**src/rtl/mem_arb_pkg.sv**
```systemverilog
// rtl/mem_arb_pkg.sv - shared types and constants for the fetch/data memory arbiter
// Contents: state_t (FSM states), owner_t (grant owner), DEFAULT_MAX_STARVE.
package mem_arb_pkg;

  localparam int DEFAULT_MAX_STARVE = 4;

  typedef enum logic [1:0] {
    IDLE   = 2'd0,
    RESP_I = 2'd1,
    RESP_D = 2'd2
  } state_t;

  typedef enum logic [1:0] {
    OWN_NONE = 2'd0,
    OWN_I    = 2'd1,
    OWN_D    = 2'd2
  } owner_t;

endpackage

```
**src/rtl/mem_arb_grant.sv**
```systemverilog
// rtl/mem_arb_grant.sv - combinational priority/starvation grant selection
// Ports:
//   i_valid    in  fetch request valid
//   d_valid    in  data request valid
//   starve_cnt in  consecutive cycles fetch has been valid and lost
//   owner      out requester granted this cycle (OWN_NONE when idle)
module mem_arb_grant
  import mem_arb_pkg::*;
#(
  parameter int MAX_STARVE = DEFAULT_MAX_STARVE,
  parameter int CNT_W      = $clog2(MAX_STARVE + 1)
) (
  input  logic             i_valid,
  input  logic             d_valid,
  input  logic [CNT_W-1:0] starve_cnt,
  output owner_t           owner
);

  logic starved;
  assign starved = (starve_cnt == CNT_W'(MAX_STARVE));

  // Data has priority; fetch takes one contended grant once it has been starved.
  always_comb begin
    owner = OWN_NONE;
    if (i_valid && d_valid) begin
      owner = starved ? OWN_I : OWN_D;
    end else if (i_valid) begin
      owner = OWN_I;
    end else if (d_valid) begin
      owner = OWN_D;
    end
  end

endmodule

```
**src/rtl/mem_arbiter.sv**
```systemverilog
// rtl/mem_arbiter.sv - two-port (fetch/data) arbiter onto one single-cycle memory port
// Ports:
//   clk, rst_n                       clock, synchronous active-low reset
//   i_req_valid/addr, i_req_ready    fetch request handshake
//   i_rsp_valid/data                 fetch read response, one cycle after accept
//   d_req_valid/addr/wdata/we/be,
//   d_req_ready                      data request handshake
//   d_rsp_valid/data                 data read response or write ack (data 0)
//   mem_en/addr/wdata/we/be          shared memory command, driven in accept cycle
//   mem_rdata                        memory read data, valid cycle after mem_en
module mem_arbiter
  import mem_arb_pkg::*;
#(
  parameter int MAX_STARVE = DEFAULT_MAX_STARVE
) (
  input  logic        clk,
  input  logic        rst_n,
  input  logic        i_req_valid,
  input  logic [31:0] i_req_addr,
  output logic        i_req_ready,
  output logic        i_rsp_valid,
  output logic [31:0] i_rsp_data,
  input  logic        d_req_valid,
  input  logic [31:0] d_req_addr,
  input  logic [31:0] d_req_wdata,
  input  logic        d_req_we,
  input  logic [3:0]  d_req_be,
  output logic        d_req_ready,
  output logic        d_rsp_valid,
  output logic [31:0] d_rsp_data,
  output logic        mem_en,
  output logic [31:0] mem_addr,
  output logic [31:0] mem_wdata,
  output logic        mem_we,
  output logic [3:0]  mem_be,
  input  logic [31:0] mem_rdata
);

  localparam int CNT_W = $clog2(MAX_STARVE + 1);

  state_t           state;
  logic [CNT_W-1:0] starve_cnt;
  logic             d_was_write;
  owner_t           grant;
  owner_t           owner;

  mem_arb_grant #(
    .MAX_STARVE (MAX_STARVE),
    .CNT_W      (CNT_W)
  ) u_grant (
    .i_valid    (i_req_valid),
    .d_valid    (d_req_valid),
    .starve_cnt (starve_cnt),
    .owner      (grant)
  );

  // Nothing is granted while reset is asserted, so no access leaks out.
  assign owner       = rst_n ? grant : OWN_NONE;
  assign i_req_ready = (owner == OWN_I);
  assign d_req_ready = (owner == OWN_D);

  always_comb begin
    mem_en    = 1'b0;
    mem_addr  = '0;
    mem_wdata = '0;
    mem_we    = 1'b0;
    mem_be    = 4'b0000;
    case (owner)
      OWN_I: begin
        mem_en   = 1'b1;
        mem_addr = i_req_addr;
        mem_be   = 4'b1111;
      end
      OWN_D: begin
        mem_en    = 1'b1;
        mem_addr  = d_req_addr;
        mem_wdata = d_req_wdata;
        mem_we    = d_req_we;
        mem_be    = d_req_be;
      end
      default: ;
    endcase
  end

  // The state register is the response-valid flag; read data comes straight
  // from memory since it only arrives in the response cycle. Gating with
  // rst_n drops a pending response as soon as reset is asserted.
  assign i_rsp_valid = rst_n && (state == RESP_I);
  assign d_rsp_valid = rst_n && (state == RESP_D);
  assign i_rsp_data  = i_rsp_valid ? mem_rdata : '0;
  assign d_rsp_data  = (d_rsp_valid && !d_was_write) ? mem_rdata : '0;

  always_ff @(posedge clk) begin
    if (!rst_n) begin
      state       <= IDLE;
      starve_cnt  <= '0;
      d_was_write <= 1'b0;
    end else begin
      case (owner)
        OWN_I:   state <= RESP_I;
        OWN_D:   state <= RESP_D;
        default: state <= IDLE;
      endcase

      if (owner == OWN_D) begin
        d_was_write <= d_req_we;
      end

      if (owner == OWN_I) begin
        starve_cnt <= '0;
      end else if (i_req_valid && (starve_cnt != CNT_W'(MAX_STARVE))) begin
        starve_cnt <= starve_cnt + 1'b1;
      end
    end
  end

endmodule

```
**config.mk**
```make
export PLATFORM = sky130hd
export DESIGN_NAME = mem_arbiter
export DESIGN_NICKNAME = d
export VERILOG_FILES = /design/src/rtl/mem_arb_pkg.sv /design/src/rtl/mem_arb_grant.sv /design/src/rtl/mem_arbiter.sv
export SDC_FILE = /design/constraint.sdc
export NUM_CORES = 1
export LEC_CHECK = 0
export CAP_MARGIN = 20
export CORE_AREA = 2 2 108 110
export CTS_BUF_LIST = sky130_fd_sc_hd__clkbuf_4
export CTS_CLUSTER_DIAMETER = 40
export DETAILED_ROUTE_END_ITERATION = 12
export DIE_AREA = 0 0 110 112
export PLACE_DENSITY = 0.61
export SLEW_MARGIN = 10
export SYNTH_ARGS = -nofsm -noshare
export SYNTH_HDL_FRONTEND = slang
export SYNTH_SLANG_ARGS = --single-unit
```
**constraint.sdc**
```tcl
create_clock -name clk -period 2.3 [get_ports clk]
set_input_delay 0.345 -clock clk [delete_from_list [all_inputs] [get_ports clk]]
set_output_delay 0.345 -clock clk [all_outputs]
set_load 0.05 [all_outputs]
```
---- After elaboration in Yosys (flattened, before gate mapping) ----
Cells that the tools add are included.
storage, ports and cells
  bits of input ports ..................... 137
  memories ................................ 0
  register bits after elaboration ......... 6
  word-level logic and storage cells ...... 32
  bits in writable memories ............... 0
  bits in latches ......................... 0
  memory bits (read-only) ................. 0
cells by class
  muxes and demuxes ....................... 13
  reductions and logical operators ........ 8
  $lt $le $gt $ge ......................... 0
  div/mod/pow operators ................... 0
  eq/ne operators ......................... 6
  add/sub/neg operators ................... 1
  bitwise operators ....................... 1
  shift-type cells ........................ 0
  multiply operators ...................... 0
operators by type and width
  kind                                                  number
  two-way mux 32 bit                                    3
  one-hot mux 32 bit (2 select lines)                   1
  two-way mux 2 bit                                     5
  one-hot mux 4 bit (2 select lines)                    1
  logical AND 1 bit                                     5
  equality test 2 x 1 -> 1 bit (second input constant)  2
  equality test 2 bit (second input constant)           2
  one-hot mux 2 bit (2 select lines)                    1
  OR reduction 2 bit                                    2
  adder 3 x 1 -> 3 bit (second input constant)          1
  equality test 3 bit (second input constant)           1
  inequality test 3 bit (second input constant)         1
  two-way mux 1 bit                                     2
  logical NOT 1 bit                                     1
  NOT 1 bit                                             1

---- Logic depth before layout (Yosys ltp) ----
Gate-level depths: netlist (run 1).
  word-level depth ........................ 7
  mapped depth ............................ 9
  depth with buffers taken out ............ 7

---- Hierarchy ----
A second synthesis (run 1) with hierarchy kept.
unflattened totals
  cell total of the unflattened synthesis .. 232
  area total of the unflattened synthesis .. 1557.7 sq um
modules (own cells, without submodules)
  module         times used  area an instance (sq um)  cells an instance
  mem_arbiter    1           1532.7                    228
  mem_arb_grant  1           25.0                      4

---- Least setup slack after synthesis (run 1) ----
No wires, ideal clock.
  path kind ............................... reg2out
  start ................................... register starve_cnt[0]
  end ..................................... output port mem_addr[0]
  slack ................................... -547 ps
  buffers on the path ..................... 2
  arrival time ............................ 2502 ps
  stages on the path, launching flop included .. 10
  cells stage by stage .................... dfxtp_1 inv_1 ha_1 nand3_1 and3_1 ha_1 buf_2 buf_2 a22oi_1 nor2_1
on the way
  longest elaborated chain between the ends .. 6
ends and longest elaborated chain
  item                                 RTL line             RTL
  start: declaration                   mem_arbiter.sv:42    logic [CNT_W-1:0] starve_cnt;
  start signal: assignment             mem_arbiter.sv:112   starve_cnt <= starve_cnt + 1'b1;
  equality test 3 bit                  mem_arb_grant.sv:20  assign starved = (starve_cnt == CNT_W'(MAX_STARVE));
  two-way mux 2 bit                    mem_arb_grant.sv:26  owner = starved ? OWN_I : OWN_D;
  two-way mux 2 bit                    mem_arb_grant.sv:25  if (i_valid && d_valid) begin
  two-way mux 2 bit                    mem_arbiter.sv:58    assign owner = rst_n ? grant : OWN_NONE;
  equality test 2 bit                  --
  net d_req_ready                      mem_arbiter.sv:28    output logic d_req_ready,
  one-hot mux 32 bit (2 select lines)  mem_arbiter.sv:68    case (owner)
  end: declaration                     mem_arbiter.sv:32    output logic [31:0] mem_addr,
The timed path passes the listed nets, and every way through them passes these cells.

---- Final worst setup path (run 1) ----
  start ................................... register starve_cnt[1]
  end ..................................... output port mem_addr[27]
on the way
  longest elaborated chain between the ends .. 6
ends and longest elaborated chain
  item                                                                 RTL line
  equality test 3 bit (*)                                              mem_arb_grant.sv:20
  two-way mux 2 bit (*)                                                mem_arb_grant.sv:26
  two-way mux 2 bit (*)                                                mem_arb_grant.sv:25
  two-way mux 2 bit (*)                                                mem_arbiter.sv:58
  equality test 2 bit or equality test 2 x 1 -> 1 bit (tied branches)  mem_arbiter.sv:68
  one-hot mux 32 bit (2 select lines) (*)                              mem_arbiter.sv:68
Mark *: on every way between the ends. The rest lies on a longest branch, timed or not.

==> results.toml, run 1 <==
[placement]
place_inst = 647
hpwlAfterDp_um = 8460
gp_congestion = 0.829
dp_slack_ns = -0.350
io_buffers = 274

[synth]
synthCells = 231
synth_warnings = 0
yosys-top-cells-area = "and2_1, a22oi_1, nor2_1, dfxtp_1, ha_1"
synth_seq_area_share_pct = 7.89
yosys-top-cells-count = "and2_1, nor2_1, a22oi_1"
async_reset_ff_share_pct = 0
syn-num-nets = 374
synthSimpleGateAreaFrac_pct = 57.2
yosysTopAreaCellShare_pct = 40.7
synth_top_family_by_area = "simple AND/OR/NAND/NOR gates"
synth_cell_types = 27
synth_top_area_cell = "and2_1"
syn_avg_cell_area_um2 = 6.59
syn_area_mm2 = 0.00152
synth_compound_area_share_pct = 19.2
yosys.area_share.xor_xnor_pct = 0
yosysMostFrequentCell = "and2_1"
synthMuxAreaShare_pct = 1.32
synth_flop_cell = "dfxtp_1"
ys_seq_elements = 6
synth_edf_count = 0
synth_fa_ha_area_share_pct = 4.93

[pwr]
power_density_mw_per_mm2 = 199
switchingPower_mw = 0.560
combPwrFrac_pct = 84.8
peakVddDrop_mv = 0.149
p_sw_share_pct = 41.0
p_leak_nw = 2.62
pwr-share-clk_pct = 6.9
seq_power_share_pct = 8.3
intPower_mw = 0.808

[finish]
n_antenna_cell = 0
nNetsFinal = 672
drive_gt1_share_pct = 55.0
finish.utilization_pct = 61.5
syn2layout_area_growth_pct = 352
fin_cells = 670
nFillCells = 870
seqCellArea_um2 = 123
multi_input_area_mm2 = 0.00181

[setup_path]
worstSetupPathType = "flop to output port"
endpoint_kind = "output port"
critPathMaxFanout = 6
crit_arrival_ns = 2.05
cp_data_required_time_ns = 1.96
crit_path_start_kind = "flop"

[sta]
finalCritPeriodShare_pct = 104
setup_violations = 35
slew_viol_final = 0
whs_ns = 0.572
fmax_mhz = 417
min_period_ns = 2.40
tns_ns = -1.07
tightest_slew_ns = 0.293
timing.slew.headroom_pct = 80.5
hold_viol = 0
skew_ns = 0.00546
timing.final.ws_setup_ns = -0.0979
rsz0062_at_grt = "yes"

[floorplan]
rows = 39
design.core.area_mm2 = 0.0112
ioPinCount = 275
start_util_pct = 13.6
dieHeight_um = 112
die-area_mm2 = 0.0123
die_w_um = 110

[detailed_routing]
wl_um = 11400
wl_per_cell_um = 17.0
drt_iter0_drc = 72
viasPerCell = 4.20
drt-pass1-iter-count = 4
num_vias = 2815
route.detailed.drc = 0
drtAntennaViolNets = 0

[grt]
grt_start_max_net_pins = 34
overflow = 0
antenna_found_initial = 0
grt_usage_pct = 16.3
grt_pass1_wl_um = 15800
grt_pass1_vias = 2857

[cts]
clockBufferDepth = 2
cts_sinks = 6
cts_max_level = 1
clk_pin_slew_ns = 0.04
cts_hold_repair.buffers = 0
cts_buffers = 3
cts-root-buf = "clkbuf_4"
cts_tree = "yes"
clock_latency_ns = 0.24

[run]
drv_cap = 0

[min_path]
hold_class = "flop to flop"

[status]
outcome = "finished, violations left"
violations = "negative setup slack"
-- power by group through the flow --
| stage | clock network (mW) | registers (mW) | logic, mW |
|---|---|---|---|
| after CTS | 0.0983 | 0.113 | 1.09 |
| after global placement | 0 | 0.114 | 0.987 |
| after detailed placement | 0 | 0.115 | 1.00 |
| after global routing | 0.107 | 0.114 | 1.21 |
| final | 0.0941 | 0.114 | 1.16 |
| after floorplan | 0 | 0.114 | 0.407 |
-- flip-flops by register name, summed over array words and instances (netlist names) --
signal,cells
d_was_write,1
starve_cnt,3
state,2
-- layer usage --
layer	wire [um]	GRT usage, %	vias up
met5	0	0	-
met2	6510	32.2	146
li1	-	-	1362
met4	127	3.12	0
met1	3720	16.7	1297
met3	1040	4.27	10
-- cells by family (layout without fill, tap and decap cells) --
logic type / after synthesis / count (layout)
AOI/OAI and AO/OA: 41 / 41
adders and majority gates: 6 / 6
buffers and inverters: 26 / 322
DFF: 6 / 6
muxes: 2 / 2
and+or+nand+nor: 150 / 150
-- cells in the final DEF (no fill, tap or decap), drive strengths merged, types with 2 or more instances in the layout --
cell type / instances
dlygate4sd2: 2
and3b: 2
nor2: 36
inv: 3
mux2i: 2
a21oi: 6
clkbuf: 7
nand3: 2
nand2: 2
ha: 6
and2: 99
buf: 176
a22oi: 32
clkdlybuf4s50: 134
dfxtp: 6
nand3b: 3
-- final timing paths --
kind            startpoint           end  slack (ns)  cells past startpoint
max          starve_cnt[1]  mem_addr[27]        -0.1                     10
min            d_was_write   d_was_write        0.57                      2
max reg2reg  starve_cnt[1]   d_was_write        0.35                     11
min reg2reg    d_was_write   d_was_write        0.57                      2
-- area by class of cell --
type                    count  area share [%]
well taps                 143            2.60
inverters                   3           0.200
clock buffers               3           0.328
repair buffers            316            68.7
multi-input cells         199            26.4
flip-flops and latches      6            1.78
-- critical path, cell delays in order, from the launching register on --
cell	delay (ns)
dfxtp_2	0.32
inv_2	0.07
ha_4	0.16
nand2_2	0.06
a21o_1	0.21
buf_6	0.14
ha_4	0.38
buf_12	0.14
buf_16	0.13
nor2_4	0.04
buf_12	0.15
-- metrics by stage --
stage                     total power [mW]  instance area (um^2)
after floorplan                      0.521                  1780
after global placement                1.10                  6200
after detailed placement              1.11                  6200
after CTS                             1.31                  6570
after global routing                  1.43                  6880
final                                 1.37                  6880
-- repair_timing --
action | in CTS | in global routing
gates resized for setup | 37 | 63
pin swaps | 26 | 18
endpoints found under the setup margin | 71 | 66
buffers inserted | 10 | 6
gates cloned | 2 | 5
No activity file was read; power rests on OpenSTA's default activity.
==> run 2: changes to the inputs <==
CTS_CLUSTER_DIAMETER = unset   (was 40)
==> results of run 2 <==
Same layout as run 1: the final DEF is identical, and so are final timing and power.
==> run 3: changes to the inputs <==
CELL_PAD_IN_SITES_DETAIL_PLACEMENT = 0   (was unset)
CELL_PAD_IN_SITES_GLOBAL_PLACEMENT = 1   (was unset)
CORE_AREA = unset   (was 2 2 108 110)
CORE_MARGIN = 2   (was unset)
CORE_UTILIZATION = 11   (was unset)
DIE_AREA = unset   (was 0 0 110 112)
PLACE_DENSITY = 0.83   (was 0.61)
==> run 3 against run 2 <==
Clock power increased by 7%. Register-to-register slack better by 0.03 ns. First-iteration DRC count increased by 1.4%. Highest routed layer unchanged. Critical endpoint is now mem_addr[21]. Sequential share of layout area is essentially flat. The flow still finishes with violations (negative setup slack). Worst hold slack improved by 0.00057 ns.
==> results.toml, run 3 (synthesized netlist as in run 1, its figures left out) <==
[cts]
cts_buffers = 3
cts_hold_repair.buffers = 0
clock_latency_ns = 0.25
cts-root-buf = "clkbuf_4"
clk_pin_slew_ns = 0.05
clockBufferDepth = 2
cts_sinks = 6
cts_max_level = 1
cts_tree = "yes"

[detailed_routing]
drt_iter0_drc = 73
routed-wl-met3_um = 783
drt-pass1-iter-count = 4
dr.max_layer_used = "met4"
wl_per_cell_um = 16.4
wl_um = 11500
route.detailed.drc = 0
wl_met2_um = 6700
drtAntennaViolNets = 0
num_vias = 2796
met1_length_um = 3930
viasPerCell = 3.98

[placement]
gp_congestion = 0.804
io_buffers = 274
hpwlAfterDp_um = 9230

[setup_path]
cp_data_required_time_ns = 1.96
critPathMaxFanout = 7
slowest_delay_ns = 0.32
crit_arrival_ns = 2.00
critPathTopFamily = "buffers and inverters"
worst_path_max_delay_cell = "dfxtp_2"
crit_chain = "inv_2 -> ha_4 -> nand3_2 -> and3_4 -> buf_6 -> ha_4 -> buf_12 -> buf_12 -> nor2_4 -> buf_12"
crit_path_start_kind = "flop"
critPathBufInv = 5
cp_common_cell = "buf_12"
endpoint_kind = "output port"
worstSetupPathType = "flop to output port"

[finish]
regMostFlops = "starve_cnt"
nNetsFinal = 670
drive_gt1_share_pct = 57.1
reg.largest.list = "starve_cnt x3, state x2, d_was_write x1"
finish.utilization_pct = 51.5
largest_reg_flops = 3
final_cell_mix = "buf_12, clkdlybuf4s50_1, and2_1"
syn2layout_area_growth_pct = 353
final_common_cell = "buf_12"

[floorplan]
start_util_pct = 11.4
dieHeight_um = 122
die_w_um = 122
die-area_mm2 = 0.0148
design.core.area_mm2 = 0.0134
rows = 42
ioPinCount = 275

[min_path]
hold_class = "flop to flop"

[sta]
whs_ns = 0.573
tightest_slew_ns = 0.264
min_period_ns = 2.34
finalCritPeriodShare_pct = 102
rsz0062_at_grt = "yes"
hold_viol = 0
skew_ns = 0.00505
timing.final.ws_setup_ns = -0.0431
timing.slew.headroom_pct = 82.4
slew_viol_final = 0
fmax_mhz = 427
setup_violations = 28
tns_ns = -0.655

[run]
drv_cap = 0

[grt]
overflow = 0
antenna_found_initial = 1
grt_pass1_vias = 3027
grt_pass1_wl_um = 16200
grt_start_max_net_pins = 34
grt_usage_pct = 13.8

[status]
outcome = "finished, violations left"
violations = "negative setup slack"

[pwr]
peakVddDrop_mv = 0.129
power_density_mw_per_mm2 = 199
p_leak_nw = 2.61
-- run 3: cell types whose count changed in the layout (fill, tap and decap cells not counted), moves of 2 or more --
cell and delta:
a21oi_4 -2, buf_12 -3, nor2_4 -2, and2_1 -4, nor2_2 +2, a22oi_2 +7, a21oi_2 +2, a22oi_1 -7
and2_4 +4
-- run 3: area by class of cell --
| type | count | area (um^2) |
|---|---|---|
| well taps | 176 | 220 |
| diodes | 1 | 2.50 |
| flip-flops and latches | 6 | 123 |
| clock buffers | 3 | 22.5 |
| repair buffers | 314 | 4680 |
| fillers | 1149 | 6500 |
| multi-input cells | 199 | 1830 |
| inverters | 3 | 13.8 |
-- run 3: per-layer routing --
layer,GRT usage [%],vias up
met5,0,-
met4,2.16,0
met3,3.51,12
met2,27.4,127
met1,14.8,1298
li1,-,1359
-- run 3: final timing paths --
kind	slack (ns)	startpoint	endpoint	depth (start not counted)
worst max-delay path	-0.04	starve_cnt[0]	mem_addr[21]	10
worst min-delay path	0.57	d_was_write	d_was_write	2
worst max register to register	0.38	starve_cnt[0]	d_was_write	11
worst min register to register	0.57	d_was_write	d_was_write	2
-- run 3: per-stage QoR --
| stage | worst slack, ns | total power [mW] | instances | cell area (um^2) |
|---|---|---|---|---|
| after global placement | -0.147 | 1.10 | 678 | 6220 |
| after floorplan | -0.0438 | 0.521 | 231 | 1780 |
| final | -0.0431 | 1.37 | 702 | 6900 |
| after global routing | -0.136 | 1.44 | 702 | 6900 |
| after detailed placement | -0.178 | 1.11 | 678 | 6220 |
| after CTS | -0.0270 | 1.30 | 691 | 6530 |
-- run 3: power breakdown --
group,total (mW),switching (mW),internal (mW),leakage [nW]
combinational,1.16,0.516,0.643,2.55
sequential,0.114,0.00359,0.110,0.0497
clock,0.101,0.0422,0.0593,0.0138
-- run 3: timing repair --
| item | in CTS | in global routing |
|---|---|---|
| gates resized for setup | 35 | 66 |
| endpoints found under the hold margin | 0 | 0 |
| pin swaps | 37 | 16 |
| setup buffers | 7 | 6 |
| endpoints found under the setup margin | 71 | 66 |
| cloned | 3 | 5 |
-- run 3: worst reg2reg max path, stage by stage (launching register included) --
cell and delay [ns]:
dfxtp_2 0.32, inv_2 0.06, ha_4 0.16, nand3_2 0.09
and3_4 0.21, buf_6 0.11, ha_4 0.17, buf_6 0.12
buf_12 0.12, and2_4 0.14, buf_4 0.13, o21a_1 0.17
